### src/rtl/riscv_pkg.sv
// ---------------------------------------------------------------------------
// riscv_pkg
// Shared types and constants for the ID/EX operand stage and the ALU.
//   - ALU operation codes
//   - fwd_sel_e  : operand source select produced by the forwarding unit
//   - id_ex_t    : contents of the ID/EX pipeline register
// ---------------------------------------------------------------------------
package riscv_pkg;

    localparam int XLEN      = 32;
    localparam int ALU_OP_W  = 4;
    localparam int REG_IDX_W = 5;

    localparam logic [ALU_OP_W-1:0] ALU_AND = 4'b0000;
    localparam logic [ALU_OP_W-1:0] ALU_OR  = 4'b0001;
    localparam logic [ALU_OP_W-1:0] ALU_ADD = 4'b0010;
    localparam logic [ALU_OP_W-1:0] ALU_XOR = 4'b0011;
    localparam logic [ALU_OP_W-1:0] ALU_SUB = 4'b0110;
    localparam logic [ALU_OP_W-1:0] ALU_EQ  = 4'b1000;
    localparam logic [ALU_OP_W-1:0] ALU_SLT = 4'b1100;

    typedef enum logic [1:0] {
        FWD_REG   = 2'd0,
        FWD_EXMEM = 2'd1,
        FWD_MEMWB = 2'd2
    } fwd_sel_e;

    // All-zero value of this struct is the bubble.
    typedef struct packed {
        logic                 valid;
        logic [REG_IDX_W-1:0] rs1;
        logic [REG_IDX_W-1:0] rs2;
        logic [REG_IDX_W-1:0] rd;
        logic [XLEN-1:0]      rs1_data;
        logic [XLEN-1:0]      rs2_data;
        logic [XLEN-1:0]      imm;
        logic                 alu_src;
        logic [ALU_OP_W-1:0]  operation;
        logic                 reg_write;
        logic                 mem_read;
        logic                 mem_write;
    } id_ex_t;

endpackage

### src/rtl/id_ex_operand_stage_if.sv
// ---------------------------------------------------------------------------
// id_ex_operand_stage_if
// Bundles the ID-side instruction fields, the two forwarding sources and the
// EX-side outputs of the operand stage.
//   master : driven by the core around the stage (ID, EX/MEM, MEM/WB)
//   slave  : the operand stage itself
// ---------------------------------------------------------------------------
interface id_ex_operand_stage_if #(
    parameter int DATA_WIDTH     = 32,
    parameter int OPCODE_LENGTH  = 4,
    parameter int REG_ADDR_WIDTH = 5
);
    logic                      id_valid;
    logic [REG_ADDR_WIDTH-1:0] id_rs1;
    logic [REG_ADDR_WIDTH-1:0] id_rs2;
    logic [REG_ADDR_WIDTH-1:0] id_rd;
    logic [DATA_WIDTH-1:0]     id_rs1_data;
    logic [DATA_WIDTH-1:0]     id_rs2_data;
    logic [DATA_WIDTH-1:0]     id_imm;
    logic                      id_alu_src;
    logic [OPCODE_LENGTH-1:0]  id_operation;
    logic                      id_reg_write;
    logic                      id_mem_read;
    logic                      id_mem_write;
    logic                      hold;
    logic                      flush;
    logic                      exmem_reg_write;
    logic [REG_ADDR_WIDTH-1:0] exmem_rd;
    logic [DATA_WIDTH-1:0]     exmem_result;
    logic                      memwb_reg_write;
    logic [REG_ADDR_WIDTH-1:0] memwb_rd;
    logic [DATA_WIDTH-1:0]     memwb_result;

    logic                      id_stall;
    logic                      ex_valid;
    logic [DATA_WIDTH-1:0]     SrcA;
    logic [DATA_WIDTH-1:0]     SrcB;
    logic [OPCODE_LENGTH-1:0]  Operation;
    logic [DATA_WIDTH-1:0]     ex_store_data;
    logic [REG_ADDR_WIDTH-1:0] ex_rd;
    logic                      ex_reg_write;
    logic                      ex_mem_read;
    logic                      ex_mem_write;

    modport master (
        output id_valid, id_rs1, id_rs2, id_rd, id_rs1_data, id_rs2_data,
               id_imm, id_alu_src, id_operation, id_reg_write, id_mem_read,
               id_mem_write, hold, flush, exmem_reg_write, exmem_rd,
               exmem_result, memwb_reg_write, memwb_rd, memwb_result,
        input  id_stall, ex_valid, SrcA, SrcB, Operation, ex_store_data,
               ex_rd, ex_reg_write, ex_mem_read, ex_mem_write
    );

    modport slave (
        input  id_valid, id_rs1, id_rs2, id_rd, id_rs1_data, id_rs2_data,
               id_imm, id_alu_src, id_operation, id_reg_write, id_mem_read,
               id_mem_write, hold, flush, exmem_reg_write, exmem_rd,
               exmem_result, memwb_reg_write, memwb_rd, memwb_result,
        output id_stall, ex_valid, SrcA, SrcB, Operation, ex_store_data,
               ex_rd, ex_reg_write, ex_mem_read, ex_mem_write
    );

endinterface

### src/rtl/forwarding_unit.sv
// ---------------------------------------------------------------------------
// forwarding_unit
// Combinational hazard comparator. Selects, for each latched source index,
// whether its value comes from EX/MEM, MEM/WB or the register file.
//   i_rs1, i_rs2            latched source indices
//   i_exmem_reg_write/_rd   EX/MEM forwarding source
//   i_memwb_reg_write/_rd   MEM/WB forwarding source
//   o_fwd_a, o_fwd_b        selects for rs1 / rs2
// ---------------------------------------------------------------------------
module forwarding_unit
    import riscv_pkg::*;
#(
    parameter int REG_ADDR_WIDTH = 5
) (
    input  logic [REG_ADDR_WIDTH-1:0] i_rs1,
    input  logic [REG_ADDR_WIDTH-1:0] i_rs2,
    input  logic                      i_exmem_reg_write,
    input  logic [REG_ADDR_WIDTH-1:0] i_exmem_rd,
    input  logic                      i_memwb_reg_write,
    input  logic [REG_ADDR_WIDTH-1:0] i_memwb_rd,
    output fwd_sel_e                  o_fwd_a,
    output fwd_sel_e                  o_fwd_b
);

    // x0 is hardwired; a write to it must never be forwarded.
    logic w_exmem_live;
    logic w_memwb_live;
    logic w_ex_a, w_ex_b, w_wb_a, w_wb_b;

    assign w_exmem_live = i_exmem_reg_write && (i_exmem_rd != '0);
    assign w_memwb_live = i_memwb_reg_write && (i_memwb_rd != '0);

    assign w_ex_a = w_exmem_live && (i_exmem_rd == i_rs1);
    assign w_ex_b = w_exmem_live && (i_exmem_rd == i_rs2);
    assign w_wb_a = w_memwb_live && (i_memwb_rd == i_rs1);
    assign w_wb_b = w_memwb_live && (i_memwb_rd == i_rs2);

    // EX/MEM holds the younger result, so it wins over MEM/WB.
    always_comb begin
        o_fwd_a = FWD_REG;
        o_fwd_b = FWD_REG;
        if (w_ex_a)      o_fwd_a = FWD_EXMEM;
        else if (w_wb_a) o_fwd_a = FWD_MEMWB;
        if (w_ex_b)      o_fwd_b = FWD_EXMEM;
        else if (w_wb_b) o_fwd_b = FWD_MEMWB;
    end

endmodule

### src/rtl/id_ex_operand_stage.sv
// ---------------------------------------------------------------------------
// id_ex_operand_stage
// ID/EX pipeline register plus operand delivery for the ALU. Latches the
// decoded instruction, forwards from EX/MEM and MEM/WB, and inserts one
// bubble on a load-use hazard.
//   clk, reset_n  core clock (rising edge), async active-low reset
//   bus (slave)   ID fields, hold/flush, forwarding sources in;
//                 id_stall, ex_* fields and ALU operands out
// ---------------------------------------------------------------------------
module id_ex_operand_stage
    import riscv_pkg::*;
#(
    parameter int DATA_WIDTH     = 32,
    parameter int OPCODE_LENGTH  = 4,
    parameter int REG_ADDR_WIDTH = 5
) (
    input  logic                  clk,
    input  logic                  reset_n,
    id_ex_operand_stage_if.slave  bus
);

    id_ex_t                    r_ex;
    id_ex_t                    w_id_fields;
    logic                      w_load_use;
    fwd_sel_e                  w_fwd_a;
    fwd_sel_e                  w_fwd_b;
    logic [DATA_WIDTH-1:0]     w_fwd_rs1;
    logic [DATA_WIDTH-1:0]     w_fwd_rs2;
    logic [OPCODE_LENGTH-1:0]  w_ex_op;
    logic [REG_ADDR_WIDTH-1:0] w_ex_rd;

    always_comb begin
        w_id_fields           = '0;
        w_id_fields.valid     = bus.id_valid;
        w_id_fields.rs1       = bus.id_rs1;
        w_id_fields.rs2       = bus.id_rs2;
        w_id_fields.rd        = bus.id_rd;
        w_id_fields.rs1_data  = bus.id_rs1_data;
        w_id_fields.rs2_data  = bus.id_rs2_data;
        w_id_fields.imm       = bus.id_imm;
        w_id_fields.alu_src   = bus.id_alu_src;
        w_id_fields.operation = bus.id_operation;
        w_id_fields.reg_write = bus.id_reg_write;
        w_id_fields.mem_read  = bus.id_mem_read;
        w_id_fields.mem_write = bus.id_mem_write;
    end

    // A load in EX whose destination is read by the instruction in ID.
    assign w_load_use = r_ex.valid && r_ex.mem_read && (r_ex.rd != '0) &&
                        bus.id_valid &&
                        ((bus.id_rs1 == r_ex.rd) || (bus.id_rs2 == r_ex.rd));

    // Priority: flush > hold > load-use bubble > load.
    always_ff @(posedge clk or negedge reset_n) begin
        if (!reset_n) begin
            r_ex <= '0;
        end else if (bus.flush) begin
            r_ex <= '0;
        end else if (!bus.hold) begin
            if (w_load_use) r_ex <= '0;
            else            r_ex <= w_id_fields;
        end
    end

    forwarding_unit #(
        .REG_ADDR_WIDTH (REG_ADDR_WIDTH)
    ) u_forwarding_unit (
        .i_rs1             (r_ex.rs1),
        .i_rs2             (r_ex.rs2),
        .i_exmem_reg_write (bus.exmem_reg_write),
        .i_exmem_rd        (bus.exmem_rd),
        .i_memwb_reg_write (bus.memwb_reg_write),
        .i_memwb_rd        (bus.memwb_rd),
        .o_fwd_a           (w_fwd_a),
        .o_fwd_b           (w_fwd_b)
    );

    always_comb begin
        case (w_fwd_a)
            FWD_EXMEM: w_fwd_rs1 = bus.exmem_result;
            FWD_MEMWB: w_fwd_rs1 = bus.memwb_result;
            default:   w_fwd_rs1 = r_ex.rs1_data;
        endcase
        case (w_fwd_b)
            FWD_EXMEM: w_fwd_rs2 = bus.exmem_result;
            FWD_MEMWB: w_fwd_rs2 = bus.memwb_result;
            default:   w_fwd_rs2 = r_ex.rs2_data;
        endcase
    end

    assign w_ex_op = r_ex.operation;
    assign w_ex_rd = r_ex.rd;

    assign bus.id_stall      = w_load_use;
    assign bus.ex_valid      = r_ex.valid;
    assign bus.SrcA          = w_fwd_rs1;
    assign bus.SrcB          = r_ex.alu_src ? r_ex.imm : w_fwd_rs2;
    assign bus.Operation     = w_ex_op;
    assign bus.ex_store_data = w_fwd_rs2;
    assign bus.ex_rd         = w_ex_rd;
    // A latched non-valid slot must not write anything downstream.
    assign bus.ex_reg_write  = r_ex.valid && r_ex.reg_write;
    assign bus.ex_mem_read   = r_ex.valid && r_ex.mem_read;
    assign bus.ex_mem_write  = r_ex.valid && r_ex.mem_write;

endmodule
### src/flat_wrapper.sv
// flat-port wrapper written by rule: the top's interface ports become plain ports
module id_ex_operand_stage_flat import riscv_pkg::*;
#(
    parameter int DATA_WIDTH     = 32,
    parameter int OPCODE_LENGTH  = 4,
    parameter int REG_ADDR_WIDTH = 5
)
  (clk, reset_n, bus_id_valid, bus_id_rs1, bus_id_rs2, bus_id_rd, bus_id_rs1_data, bus_id_rs2_data, bus_id_imm, bus_id_alu_src, bus_id_operation, bus_id_reg_write, bus_id_mem_read, bus_id_mem_write, bus_hold, bus_flush, bus_exmem_reg_write, bus_exmem_rd, bus_exmem_result, bus_memwb_reg_write, bus_memwb_rd, bus_memwb_result, bus_id_stall, bus_ex_valid, bus_SrcA, bus_SrcB, bus_Operation, bus_ex_store_data, bus_ex_rd, bus_ex_reg_write, bus_ex_mem_read, bus_ex_mem_write);
  id_ex_operand_stage_if #(.DATA_WIDTH(DATA_WIDTH), .OPCODE_LENGTH(OPCODE_LENGTH), .REG_ADDR_WIDTH(REG_ADDR_WIDTH)) bus_i ();
  input  logic clk;
  input  logic reset_n;
  input wire logic [$bits(bus_i.id_valid)-1:0] bus_id_valid;
  input wire logic [$bits(bus_i.id_rs1)-1:0] bus_id_rs1;
  input wire logic [$bits(bus_i.id_rs2)-1:0] bus_id_rs2;
  input wire logic [$bits(bus_i.id_rd)-1:0] bus_id_rd;
  input wire logic [$bits(bus_i.id_rs1_data)-1:0] bus_id_rs1_data;
  input wire logic [$bits(bus_i.id_rs2_data)-1:0] bus_id_rs2_data;
  input wire logic [$bits(bus_i.id_imm)-1:0] bus_id_imm;
  input wire logic [$bits(bus_i.id_alu_src)-1:0] bus_id_alu_src;
  input wire logic [$bits(bus_i.id_operation)-1:0] bus_id_operation;
  input wire logic [$bits(bus_i.id_reg_write)-1:0] bus_id_reg_write;
  input wire logic [$bits(bus_i.id_mem_read)-1:0] bus_id_mem_read;
  input wire logic [$bits(bus_i.id_mem_write)-1:0] bus_id_mem_write;
  input wire logic [$bits(bus_i.hold)-1:0] bus_hold;
  input wire logic [$bits(bus_i.flush)-1:0] bus_flush;
  input wire logic [$bits(bus_i.exmem_reg_write)-1:0] bus_exmem_reg_write;
  input wire logic [$bits(bus_i.exmem_rd)-1:0] bus_exmem_rd;
  input wire logic [$bits(bus_i.exmem_result)-1:0] bus_exmem_result;
  input wire logic [$bits(bus_i.memwb_reg_write)-1:0] bus_memwb_reg_write;
  input wire logic [$bits(bus_i.memwb_rd)-1:0] bus_memwb_rd;
  input wire logic [$bits(bus_i.memwb_result)-1:0] bus_memwb_result;
  output wire logic [$bits(bus_i.id_stall)-1:0] bus_id_stall;
  output wire logic [$bits(bus_i.ex_valid)-1:0] bus_ex_valid;
  output wire logic [$bits(bus_i.SrcA)-1:0] bus_SrcA;
  output wire logic [$bits(bus_i.SrcB)-1:0] bus_SrcB;
  output wire logic [$bits(bus_i.Operation)-1:0] bus_Operation;
  output wire logic [$bits(bus_i.ex_store_data)-1:0] bus_ex_store_data;
  output wire logic [$bits(bus_i.ex_rd)-1:0] bus_ex_rd;
  output wire logic [$bits(bus_i.ex_reg_write)-1:0] bus_ex_reg_write;
  output wire logic [$bits(bus_i.ex_mem_read)-1:0] bus_ex_mem_read;
  output wire logic [$bits(bus_i.ex_mem_write)-1:0] bus_ex_mem_write;
  assign bus_i.id_valid = bus_id_valid;
  assign bus_i.id_rs1 = bus_id_rs1;
  assign bus_i.id_rs2 = bus_id_rs2;
  assign bus_i.id_rd = bus_id_rd;
  assign bus_i.id_rs1_data = bus_id_rs1_data;
  assign bus_i.id_rs2_data = bus_id_rs2_data;
  assign bus_i.id_imm = bus_id_imm;
  assign bus_i.id_alu_src = bus_id_alu_src;
  assign bus_i.id_operation = bus_id_operation;
  assign bus_i.id_reg_write = bus_id_reg_write;
  assign bus_i.id_mem_read = bus_id_mem_read;
  assign bus_i.id_mem_write = bus_id_mem_write;
  assign bus_i.hold = bus_hold;
  assign bus_i.flush = bus_flush;
  assign bus_i.exmem_reg_write = bus_exmem_reg_write;
  assign bus_i.exmem_rd = bus_exmem_rd;
  assign bus_i.exmem_result = bus_exmem_result;
  assign bus_i.memwb_reg_write = bus_memwb_reg_write;
  assign bus_i.memwb_rd = bus_memwb_rd;
  assign bus_i.memwb_result = bus_memwb_result;
  assign bus_id_stall = bus_i.id_stall;
  assign bus_ex_valid = bus_i.ex_valid;
  assign bus_SrcA = bus_i.SrcA;
  assign bus_SrcB = bus_i.SrcB;
  assign bus_Operation = bus_i.Operation;
  assign bus_ex_store_data = bus_i.ex_store_data;
  assign bus_ex_rd = bus_i.ex_rd;
  assign bus_ex_reg_write = bus_i.ex_reg_write;
  assign bus_ex_mem_read = bus_i.ex_mem_read;
  assign bus_ex_mem_write = bus_i.ex_mem_write;
  id_ex_operand_stage #(.DATA_WIDTH(DATA_WIDTH), .OPCODE_LENGTH(OPCODE_LENGTH), .REG_ADDR_WIDTH(REG_ADDR_WIDTH)) u_core (.clk(clk), .reset_n(reset_n), .bus(bus_i));
endmodule
### config.mk
export PLATFORM = sky130hd
export DESIGN_NAME = id_ex_operand_stage_flat
export DESIGN_NICKNAME = d
export VERILOG_FILES = /design/src/rtl/riscv_pkg.sv /design/src/rtl/id_ex_operand_stage_if.sv /design/src/rtl/forwarding_unit.sv /design/src/rtl/id_ex_operand_stage.sv /design/src/flat_wrapper.sv
export SDC_FILE = /design/constraint.sdc
export NUM_CORES = 1
export LEC_CHECK = 0
export ABC_AREA = 0
export CAP_MARGIN = 20
export CORE_UTILIZATION = 42
export CTS_BUF_LIST = sky130_fd_sc_hd__clkbuf_8 sky130_fd_sc_hd__clkbuf_16
export DETAILED_ROUTE_END_ITERATION = 16
export GPL_ROUTABILITY_DRIVEN = 0
export PLACE_DENSITY = 0.9
export REMOVE_ABC_BUFFERS = 1
export SLEW_MARGIN = 0
export SYNTH_ARGS = -nofsm -noshare
export SYNTH_HDL_FRONTEND = slang
export SYNTH_HIERARCHICAL = 1
export SYNTH_SLANG_ARGS = --single-unit
### constraint.sdc
create_clock -name clk -period 3.8 [get_ports clk]
set_input_delay 0.76 -clock clk [delete_from_list [all_inputs] [get_ports clk]]
set_output_delay 0.76 -clock clk [all_outputs]
set_load 0.05 [all_outputs]
==> flow_summary.ini, run 1 <==
[outcome]
outcome = complete, but fails checks
violations = negative setup slack

[logic_synthesis]
synth_top_area_share_pct = 34.70
ys_seq_area_share_pct = 34.70
avgSynthCellArea_um2 = 8.377
yosysWarnings = 6
yosys-top-cells-area = dfrtp_1 35%, o41ai_1 12%, a32oi_1 11%, nor3_1 6.9%, a22oi_1 6.9%
syn_area_mm2 = 0.008653
yosysTopAreaCell = dfrtp_1
ys_types = 28
syn-instance-count = 1033
ys_seq_elements = 120

[setup_path]
crit_family = buffers and inverters
reg2reg_slack_ps = 960
crit_required_ps = 3040
worstPathMaxFanout = 8
end_kind = primary output
critPathBufInv = 6
start_kind = input port
crit_chain = clkdlybuf4s15_2 > or4_4 > o21ai_4 > buf_6 > nor4_4 > nor4_2 > buf_4 > inv_4 > ha_4 > buf_12 > a22oi_2 > o21ai_2 > mux2_4 > buf_12
cp_slowest_stage_delay_ps = 430
cpMostUsedCell = buf_12
r2r_start = u_core/bus.ex_rd[2]
critPathSlowestCell = or4_4
cp.arrival_ps = 3500
crit_type = input port to primary output
r2r_cells = 5
r2r-end = u_core/r_ex[56]

[clocking]
clock_latency_ps = 410
cts.sinks = 120
path_clk_slew_ps = 50
clk_path_buf_depth = 2
hold_buffers = 0
root_buffer = clkbuf_16
numCtsBuffers = 17
htreeDepth = 4
cts_tree = yes

[sta]
worst_pin_slew_ps = 1018
max_freq_mhz = 234.7
worst_slack_ps = -461.1
hold-worst-slack_ps = 358.9
maxSlewViolCount = 0
fin_crit_sh_pct = 112.1
setup_viol = 96
finClkSkew_ps = 5.948
hold_viol = 0
rsz0062_at_grt = true
period_minus_slack_ps = 4261
max_slew_margin_pct = 32.12

[power]
power_density_mw_per_mm2 = 373.1
internal_power_uw = 3779
sw_frac_of_total_pct = 35.64
p_leak_uw = 0.006340
finalPower_uw = 5871
combPwrFrac_pct = 44.2
vdd_ir_drop_max_v = 0.0003001
pwr-share-clk_pct = 29.5
power_frac_seq_pct = 26.3
p_switching_uw = 2092

[routing]
route.detailed.drc = 0
ant_nets = 0
drt_first_pass_iters = 7
wirelength_um = 41680
via_per_inst = 6.785
drt_iter0_drc = 1235
num_vias = 11090
post_drt_wl_per_cell_um = 25.49

[final_layout]
num-fill-cells = 1153
final_cell_mix = 200 x clkdlybuf4s50_1, 126 x inv_1, 121 x buf_12
synthToLayoutAreaGrowth_pct = 81.85
layout_commonest_cell = clkdlybuf4s50_1
layout-drive-gt1-share_pct = 33.90
layout.nets = 1554

[die]
num_rows = 52
chipHeight_um = 145.5
die_area_mm2 = 0.02118
start_util_pct = 42.77
chipWidth_um = 145.5
core_area_mm2 = 0.02023
io_pins = 310

[placed_design]
numPortBuffers = 309
detailed_place_hpwl_um = 22530

[global_route]
grt_max_degree = 132
grt_pass1_wl_um = 57530
grtUsageTotal_pct = 34.33
grt_pass1_vias = 10710
overflow = 0
antenna_found_initial = 2

[min_path]
hold_path.class = input port to asynchronous set/reset pin

[flow_run]
maxCapViolCount = 0
## worst max-delay path by stage
stage	from	end	slack (ps)	depth (start not counted)
6_report	bus_exmem_rd[0]	bus_SrcB[11]	-460	14
5_1_grt	bus_exmem_rd[0]	bus_SrcB[11]	-550	14
4_1_cts	bus_exmem_rd[3]	bus_SrcA[18]	-210	14
3_5_place_dp	bus_exmem_rd[1]	bus_SrcA[15]	-900	13
3_3_place_gp	bus_exmem_rd[1]	bus_SrcA[11]	-740	13
2_1_floorplan	bus_id_rs2[4]	bus_id_stall	-3360	4
## worst register-to-register path, cell delays in order, from the launching register on
cell and delay [ps]:
dfrtp_1 470, or4_1 610, o211ai_4 640, buf_4 610, a32oi_1 210, o41ai_1 150
## cell type report
class | instances | area (µm²) | area share [%]
Multi-Input combinational cell | 644 | 5594 | 35.55
Sequential cell | 120 | 3004 | 19.09
Clock inverter | 12 | 157.7 | 1.002
Inverter | 125 | 473.0 | 3.005
Timing Repair Buffer | 442 | 5698 | 36.21
Antenna cell | 2 | 5.005 | 0.03180
Tap cell | 270 | 337.8 | 2.147
Clock buffer | 20 | 466.7 | 2.966
## cells in the mapped netlist
| master | instances |
|---|---|
| buf_2 | 5 |
| nor3_1 | 120 |
| dfrtp_1 | 120 |
| o21ai_2 | 1 |
| xnor2_1 | 26 |
| and2_1 | 3 |
| buf_1 | 8 |
| or4_1 | 3 |
| nand4_1 | 2 |
| clkbuf_1 | 110 |
| inv_1 | 124 |
| o21ai_0 | 64 |
| xor2_1 | 4 |
| ha_1 | 4 |
| a32oi_1 | 105 |
| a22oi_1 | 79 |
| nand3_1 | 4 |
| o41ai_1 | 120 |
| mux2_1 | 20 |
| nand2_1 | 68 |
| mux2_2 | 12 |
| o211ai_2 | 1 |
| o22ai_1 | 1 |
| buf_4 | 21 |
| nor4_1 | 4 |
| nor2b_1 | 2 |
| nor2_1 | 1 |
| clkinv_1 | 1 |
## power groups by stage
stage               clock network (µW)  registers, µW  logic (µW)
finish                            1730           1550        2590
global route                      1800           1550        2670
CTS                               1740           1530        2430
detailed placement                   0           1540        2260
global placement                     0           1540        2200
floorplan                            0           1540         942
## routing by layer
metal  vias up  GRT usage [%]  part of all wire [%]
li1       4631              -                     -
met5         -              0                     0
met1      5313          40.53                    35
met3       221          7.053                    11
met4         0          18.32                   5.9
met2       928          58.73                    49
## flip-flops by register name, indices dropped and copies added (netlist names)
name and cells:
u_core/bus.Operation 4, u_core/r_ex 110, u_core/bus.ex_valid 1, u_core/bus.ex_rd 5
## per-stage QoR
step / setup slack, ps / setup TNS [ps] / instances / area [µm²] / util [%]
floorplan: -3355 / -332640 / 889 / 8028 / -
detailed placement: -896.1 / -58240 / 1575 / 13460 / 66.52
finish: -461.1 / -24220 / 1635 / 15740 / 77.77
global route: -552.8 / -30660 / 1635 / 15740 / 77.77
global placement: -738.9 / -52340 / 1575 / 13460 / 66.52
CTS: -211.7 / -10440 / 1620 / 15080 / 74.55
## logic make-up (layout without fill, tap and decap cells)
family / count (synthesis) / in the layout / synth area share (%)
XOR/XNOR: 30 / 30 / 3.036
multiplexers: 32 / 32 / 4.164
other: 0 / 2 / 0
flip-flops: 120 / 120 / 34.70
AO/OA/AOI/OAI: 371 / 371 / 33.65
adder cells (fa/ha/maj): 4 / 4 / 0.5784
AND/OR/NAND/NOR: 207 / 207 / 11.22
buffers and inverters: 269 / 599 / 12.65
## repair_timing
item / CTS / global route
setup endpoints to repair: 96 / 96
pin swaps: 35 / 48
setup buffers: 21 / 14
gates resized for setup: 269 / 85
cloned: 5 / 9
(Power assumes the default switching activity.)
==> run 2, diff against run 1 <==
==> constraint.sdc (replaced) <==
create_clock -name clk -period 3.8 [get_ports clk]
set_input_delay 0.76 -clock clk [delete_from_list [all_inputs] [get_ports clk]]
set_output_delay 0.76 -clock clk [all_outputs]
set_load 0.01 [all_outputs]
==> run 2 against run 1 <==
The run still ends with negative setup slack left. Global-route usage fell by 3.4 points. Sequential share of layout area increased by 2.5 points. Largest power group unchanged. Utilization down 9.2 points. Fmax rose by 8.2%. Clock skew grew 3.7 ps. Highest routed layer unchanged. Sequential power about the same. Critical path depth down 1. Total power decreased by 23%. Critical path type unchanged. Combinational power decreased by 40%. Non-clock buffer count fell by 34.
==> flow_summary.ini, run 2 (same netlist as run 1, synthesis figures left out) <==
[outcome]
outcome = complete, but fails checks
violations = negative setup slack

[final_layout]
top_register = u_core/r_ex
layout.nets = 1520
layout-drive-gt1-share_pct = 30.32
synthToLayoutAreaGrowth_pct = 60.44
multiInputGateArea_mm2 = 0.005365
layout_commonest_cell = clkdlybuf4s50_1
finish.utilization_pct = 68.61
num-fill-cells = 1483
final_cell_mix = 199 x clkdlybuf4s50_1, 123 x inv_1, 120 x nor3_1, 120 x o41ai_1, 119 x dfrtp_1
largest_reg_flops = 110
finalNonFillerCells = 1600
seq_area_mm2 = 0.003004

[clocking]
cts_tree = yes
clk_path_buf_depth = 2
htreeDepth = 4
numCtsBuffers = 17
clock_latency_ps = 410
path_clk_slew_ps = 60
root_buffer = clkbuf_16
cts.sinks = 120

[setup_path]
worstPathMaxFanout = 7
crit_family = simple AND/OR/NAND/NOR gates
start_kind = input port
crit_type = input port to primary output
r2r_start = u_core/bus.ex_rd[1]
end_kind = primary output
critPathBufInv = 5
r2r-end = u_core/r_ex[52]
cp_slowest_stage_delay_ps = 530
crit_chain = buf_6 > or4_4 > o21ai_4 > nor4_4 > nor4_4 > buf_4 > inv_2 > ha_4 > buf_8 > a22oi_2 > o21ai_2 > mux2_4 > buf_6
r2r_cells = 6
crit_required_ps = 3040
critPathSlowestCell = or4_4
reg2reg_slack_ps = 840
cp.arrival_ps = 3180

[routing]
drt_first_pass_iters = 5
route.detailed.drc = 0
via_per_inst = 6.452
drt_iter0_drc = 885
num_vias = 10320
ant_nets = 0
wirelength_um = 35520
post_drt_wl_per_cell_um = 22.20

[min_path]
hold_path.class = input port to asynchronous set/reset pin

[global_route]
grt_pass1_vias = 9892
antenna_found_initial = 1
overflow = 0
grt_max_degree = 161
grt_pass1_wl_um = 52580
grtUsageTotal_pct = 30.95

[sta]
max_freq_mhz = 253.9
maxSlewViolCount = 0
hold_viol = 0
period_minus_slack_ps = 3939
tns_ps = -4310
setup_viol = 68
worst_slack_ps = -139.3
rsz0062_at_grt = true
worst_pin_slew_ps = 1191
fin_crit_sh_pct = 103.7
max_slew_margin_pct = 20.59
finClkSkew_ps = 9.605

[placed_design]
dp.cells = 1541
numPortBuffers = 309
detailed_place_hpwl_um = 20430

[power]
p_leak_uw = 0.005694
power_density_mw_per_mm2 = 327.5
vdd_ir_drop_max_v = 0.0002803

[die]
core_area_mm2 = 0.02023
start_util_pct = 42.77
io_pins = 310
chipHeight_um = 145.5
die_area_mm2 = 0.02118
chipWidth_um = 145.5
num_rows = 52

[flow_run]
maxCapViolCount = 0
-- run 2: cell types whose count changed in the layout (fill, tap and decap cells not counted), moves of 17 or more --
cell     delta
nand2_1    +22
buf_2      +33
o21ai_4    -17
o21ai_2    +19
buf_12    -101
buf_6      +19
-- run 2: how the worst max path moves through the flow --
| stage | start | to | depth (start not counted) | slack [ps] |
|---|---|---|---|---|
| 6_report | bus_exmem_rd[3] | bus_SrcB[8] | 13 | -140 |
| 3_5_place_dp | bus_exmem_rd[0] | bus_SrcA[18] | 11 | -1060 |
| 3_3_place_gp | bus_exmem_rd[1] | bus_SrcA[12] | 13 | -1030 |
| 2_1_floorplan | bus_id_rs2[4] | bus_id_stall | 4 | -2850 |
| 4_1_cts | bus_exmem_rd[3] | bus_SrcA[10] | 14 | -160 |
| 5_1_grt | bus_exmem_rd[3] | bus_SrcB[8] | 13 | -180 |
-- run 2: power by group --
part	leakage [µW]	switching (µW)	internal (µW)	total (µW)
sequential	0.00153	127	1410	1540
clock	0.000249	630	832	1460
combinational	0.00392	749	798	1550
-- run 2: repair_timing --
action | 4_1_cts | 5_1_grt
setup endpoints to repair | 96 | 96
hold buffers | 0 | 0
cloned | 5 | 6
resized for setup | 597 | 74
pin swaps | 102 | 43
setup buffers | 12 | 8
-- run 2: cell type report --
class | count | share of cell area [%]
Timing Repair Buffer | 408 | 30.02
Sequential cell | 120 | 21.64
Inverter | 125 | 3.407
Multi-Input combinational cell | 644 | 38.64
Tap cell | 270 | 2.433
Clock inverter | 15 | 0.7751
Clock buffer | 17 | 3.064
Antenna cell | 1 | 0.01802
-- run 2: through the flow --
step	setup WS, ps	hold slack, ps	power (µW)	area [µm²]
floorplan	-2850	464.4	2037	8028
global placement	-1026	495.9	2872	12210
detailed placement	-1056	504.0	2911	12210
CTS	-155.6	424.6	4454	13410
global route	-179.7	474.4	4734	13880
finish	-139.3	417.0	4547	13880
-- run 2: metal layers --
| metal | GRT usage (%) | routed length [µm] | vias up |
|---|---|---|---|
| met3 | 6.677 | 3046 | 100 |
| met5 | 0 | 0 | - |
| met1 | 38.11 | 13570 | 5023 |
| met4 | 13.79 | 1253 | 0 |
| li1 | - | - | 4559 |
| met2 | 52.07 | 17640 | 641 |
==> run 3, diff against run 2 <==
--- a/config.mk
+++ b/config.mk
@@ -9,6 +9,7 @@
 export CAP_MARGIN = 20
 export CORE_UTILIZATION = 42
 export CTS_BUF_LIST = sky130_fd_sc_hd__clkbuf_8 sky130_fd_sc_hd__clkbuf_16
+export CTS_CLUSTER_SIZE = 28
 export DETAILED_ROUTE_END_ITERATION = 16
 export GPL_ROUTABILITY_DRIVEN = 0
 export PLACE_DENSITY = 0.9
==> results of run 3 <==
Same layout as run 2: the final DEF is identical, and so are final timing and power.
